===== config.mk =====
export PLATFORM = sky130hd
export DESIGN_NAME = led_vu_meter
export DESIGN_NICKNAME = d
export VERILOG_FILES = /design/src/rtl/led_vu_meter.sv
export SDC_FILE = /design/constraint.sdc
export NUM_CORES = 1
export LEC_CHECK = 0
export ABC_AREA = 1
export CAP_MARGIN = 10
export CORE_AREA = 2 2 91 93
export CTS_CLUSTER_DIAMETER = 200
export CTS_CLUSTER_SIZE = 10
export DETAILED_ROUTE_END_ITERATION = 7
export DIE_AREA = 0 0 93 95
export DONT_BUFFER_PORTS = 1
export PLACE_DENSITY = 0.71
export SLEW_MARGIN = 10
export SYNTH_ARGS = -nofsm -noshare
export SYNTH_HDL_FRONTEND = slang
export SYNTH_SLANG_ARGS = --single-unit

===== constraint.sdc =====
create_clock -name clk -period 6.8 [get_ports clk]
set_input_delay 1.36 -clock clk [delete_from_list [all_inputs] [get_ports clk]]
set_output_delay 1.36 -clock clk [all_outputs]
set_load 0.05 [all_outputs]

===== src/rtl/led_vu_meter.sv =====
// VU meter for a 16-LED bar: tracks the sample magnitude with instant attack and
// linear decay, plus a peak dot that holds for a while before it falls.
module led_vu_meter #(
    parameter int DECAY_DIV  = 48000,
    parameter int DECAY_STEP = 256,
    parameter int HOLD_TICKS = 125
) (
    input  logic        clk,
    input  logic        rst,
    input  logic [15:0] sample_in,
    input  logic        sample_valid,
    output logic [15:0] ledbits,
    output logic [4:0]  peak_pos
);

    localparam int CW = (DECAY_DIV > 1) ? $clog2(DECAY_DIV) : 1;
    localparam int HW = (HOLD_TICKS > 0) ? $clog2(HOLD_TICKS + 1) : 1;
    localparam logic [CW-1:0] CNT_MAX = CW'(DECAY_DIV - 1);
    localparam logic [14:0]   STEP    = (DECAY_STEP > 32767) ? 15'h7FFF : 15'(DECAY_STEP);
    localparam logic [HW-1:0] HOLD    = HW'(HOLD_TICKS);

    typedef enum logic {HOLDING, FALLING} peak_state_t;

    logic [CW-1:0] cnt;
    logic          tick;
    logic [15:0]   absVal;
    logic [14:0]   mag;
    logic [14:0]   lvl, lvlNext;
    logic [4:0]    nNow, nReg;
    logic [4:0]    peak, peakNext;
    logic [HW-1:0] hc, hcNext;
    logic [15:0]   ledNext;
    peak_state_t   state;

    assign tick = (cnt == CNT_MAX);

    // Two's-complement negation of 0x8000 stays 0x8000, so bit 15 flags the saturating case.
    always_comb begin
        absVal = sample_in[15] ? (~sample_in + 16'd1) : sample_in;
        mag    = absVal[15] ? 15'h7FFF : absVal[14:0];
    end

    always_comb begin
        lvlNext = lvl;
        if (sample_valid && (mag > lvl))
            lvlNext = mag;
        else if (tick)
            lvlNext = (lvl > STEP) ? (lvl - STEP) : 15'd0;
    end

    assign nNow  = (lvl == 15'd0) ? 5'd0 : ({1'b0, lvl[14:11]} + 5'd1);
    assign state = (hc != '0) ? HOLDING : FALLING;

    // A rising bar always re-arms the hold; otherwise the dot only moves on ticks.
    always_comb begin
        peakNext = peak;
        hcNext   = hc;
        if (nNow > peak) begin
            peakNext = nNow;
            hcNext   = HOLD;
        end else if (tick) begin
            case (state)
                HOLDING: hcNext = hc - HW'(1);
                FALLING: if (peak > nNow) peakNext = peak - 5'd1;
                default: hcNext = hc;
            endcase
        end
    end

    always_comb begin
        ledNext = '0;
        for (int i = 0; i < 16; i++)
            ledNext[i] = (5'(i) < nReg) || ((peak != 5'd0) && (5'(i) == peak - 5'd1));
    end

    always_ff @(posedge clk) begin
        if (rst) begin
            cnt      <= '0;
            lvl      <= '0;
            nReg     <= '0;
            peak     <= '0;
            hc       <= '0;
            ledbits  <= '0;
            peak_pos <= '0;
        end else begin
            cnt      <= tick ? '0 : cnt + CW'(1);
            lvl      <= lvlNext;
            nReg     <= nNow;
            peak     <= peakNext;
            hc       <= hcNext;
            ledbits  <= ledNext;
            peak_pos <= peak;
        end
    end

endmodule


==> results.tsv <==
metric	value	unit
status	completed	
rsz0062_at_grt	no	
power.density	326	nW/um2
period_minus_slack	3.73	ns
worst-setup-path-type	in2reg	
yosysTopAreaCell	dfxtp_1	
yosys_register_bits	69	
dpl_worst_slack	2.72	ns
path_common_cell	nand2_1	
postCtsHoldBufs	0	
diodes	0	
max_freq	268	MHz
slowest_stage	nand2_1	
rows	33	
cts_made_buffers	9	
drt-pass1-iter-count	7	
hpwl	7010	um
synthTopCellsByArea	dfxtp_1 32%, nand2_1 15%, ha_1 9.7%	
initial_utilization	55.2	%
cts_tree	yes	
cp.buffers_inverters	3	
drive_above_1_share	5.13	%
whs	0.456	ns
grt_use_total	22.5	%
clkTransAtPathRegs	0.08	ns
die_y	95	um
worstPathCellList	inv_1 -> ha_1 -> nand3_1 -> nand2_1 -> nand3_1 -> nand2_1 -> nand3_1 -> ha_1 -> nand2_1 -> nor2_1 -> nand2_1 -> o21ai_1 -> inv_1 -> nand2_1 -> nand3_1 -> nand3_1 -> nand2_1 -> inv_1	
critPathMaxFanout	21	
drc	0	
drv_cap	0	
hold_viol	0	
fin_skew	0.0100	ns
finalSetupTns	0	ns
fp.coreArea	7930	um2
syn_nets	715	
end_kind	flop	
detail_route.wirelength	9200	um
fillCellCount	776	
power_leakage	2.16	nW
cts-resized-gates	0	
ys_warn_count	0	
fin_ws	3.07	ns
grt_pass1_wl	16200	um
slew_headroom	56.8	%
clock_sinks	69	
drv_slew	0	
grt_overflow	0	
synth.distinct_cells	35	
vias	3995	
setup_viol	0	
syn_inst	662	
layout.nets	711	
die_w	93	um
clockRootBuffer	clkbuf_8	
port_buffers	0	
cp_slowest_stage_delay	0.49	ns
synth_area	4370	um2
syn2layout_area_growth	6.01	%
syn_avg_cell_area	6.61	um2
ys_seq_area_share	31.6	%
routabilityCongestion	0.868	
first_global_vias	3746	
clk_latency	0.34	ns
synth_top_area_share	31.6	%
layout_common_cells	171 x nand2_1, 88 x inv_1, 74 x nor2_1	
finalCritPeriodShare	54.9	%
cp.required	7.09	ns
viasPerCell	5.20	
avgRoutedWirePerCell	12.0	um
crit_arrival	4.02	ns
hp-class	reg2reg	
worstSetupStartpointType	primary input	
cp_top_family	simple AND/OR/NAND/NOR gates	
grt_max_degree	44	
final_common_cell	nand2_1	
antenna_found_initial	0	
vdd_drop_max	0.146	mV
cts_max_level	3	
first_iter_violations	212	
dieArea	8840	um2
clock_path_buffers	2	
drtAntennaViolNets	0	
tightestPinTransition	0.647	ns
pin_count	40	
post_cts_buffers	0	
==> cell families (layout without fill, tap and decap cells) <==
logic type	Yosys count	in the layout	synth area share, %
AO/OA/AOI/OAI	80	80	9.56
XOR/XNOR	18	18	3.61
AND/OR/NAND/NOR	355	355	35.5
buffers and inverters	106	107	10.0
flip-flops	69	69	31.6
adder cells (fa/ha/maj)	34	34	9.73
==> Yosys cell counts <==
cell      count
buf_6         4
a21oi_2       1
nor2_1       74
nand2_1     171
nand4_1      11
a21o_1        1
dfxtp_1      69
nor3_4        1
clkbuf_1      6
nand3b_1      3
o21ai_1       1
or2_2         2
nor2_2        5
xnor2_1       6
nand3_1      63
buf_2         2
buf_4         2
inv_2         1
buf_1         1
nor3_1       14
a31oi_1       7
nor4_1        1
nand2_2       3
or2_1         1
clkinv_1      2
o21ai_0      18
ha_1         34
inv_1        88
nand3_4       1
a21oi_1      51
xor2_1       12
nand3_2       3
o211ai_1      1
or3_1         1
nor2_4        1
==> layer usage <==
metal	GRT usage [%]	routed length [um]	share of wire [%]	up-vias
li1	-	-	-	2123
met1	28.8	4350	47	1754
met2	38.4	4290	47	109
met3	4.63	470	5.1	9
met4	6.62	83	0.90	0
met5	0	0	0	-
==> final timing paths <==
kind | end | cells past startpoint | from | slack [ns]
worst max-delay path | lvl[14] | 18 | sample_in[1] | 3.07
worst min-delay path | cnt[0] | 1 | cnt[0] | 0.46
worst min register to register | cnt[0] | 1 | cnt[0] | 0.46
worst max register to register | peak[0] | 15 | lvl[8] | 3.96
==> per-stage QoR <==
stage	std cells	instance area (um2)	total power [mW]	util, %
5_1_grt	768	4640	1.63	58.5
6_report	768	4640	1.51	58.5
4_1_cts	768	4640	1.52	58.5
3_3_place_gp	752	4410	1.12	55.6
3_5_place_dp	752	4410	1.13	55.6
2_1_floorplan	662	4370	1.02	-
==> where the power goes <==
group          leakage (nW)  switching [mW]  internal, mW  total [mW]
registers             0.563           0.102         0.463       0.565
clock network         0.115           0.169         0.212       0.381
logic                  1.48           0.378         0.187       0.565
==> flip-flops by register name, indices dropped and copies added (netlist names) <==
| register | cells |
|---|---|
| nReg | 5 |
| ledbits | 16 |
| cnt | 16 |
| peak | 5 |
| lvl | 15 |
| hc | 7 |
| peak_pos | 5 |
==> worst register-to-register path: stages (launching register included) <==
cell and delay (ns):
dfxtp_1 0.36, inv_1 0.12, ha_1 0.22, nand2_1 0.06
nor2_1 0.04, nand2_1 0.10, nand3_1 0.15, ha_1 0.36
nand2_1 0.10, inv_1 0.04, o21ai_0 0.15, nand3_1 0.35
inv_1 0.30, nor2_1 0.14, o21ai_0 0.17, a21oi_1 0.06
==> layout make-up <==
| type | instances | area (um2) | share of cell area, % |
|---|---|---|---|
| multi-input combinational | 487 | 2550 | 55.1 |
| clock buffer | 9 | 124 | 2.67 |
| inverter | 91 | 342 | 7.37 |
| sequential | 69 | 1380 | 29.8 |
| tap | 105 | 131 | 2.83 |
| clock inverter | 7 | 104 | 2.24 |
Note: power is estimated with default switching activity, not from simulation.
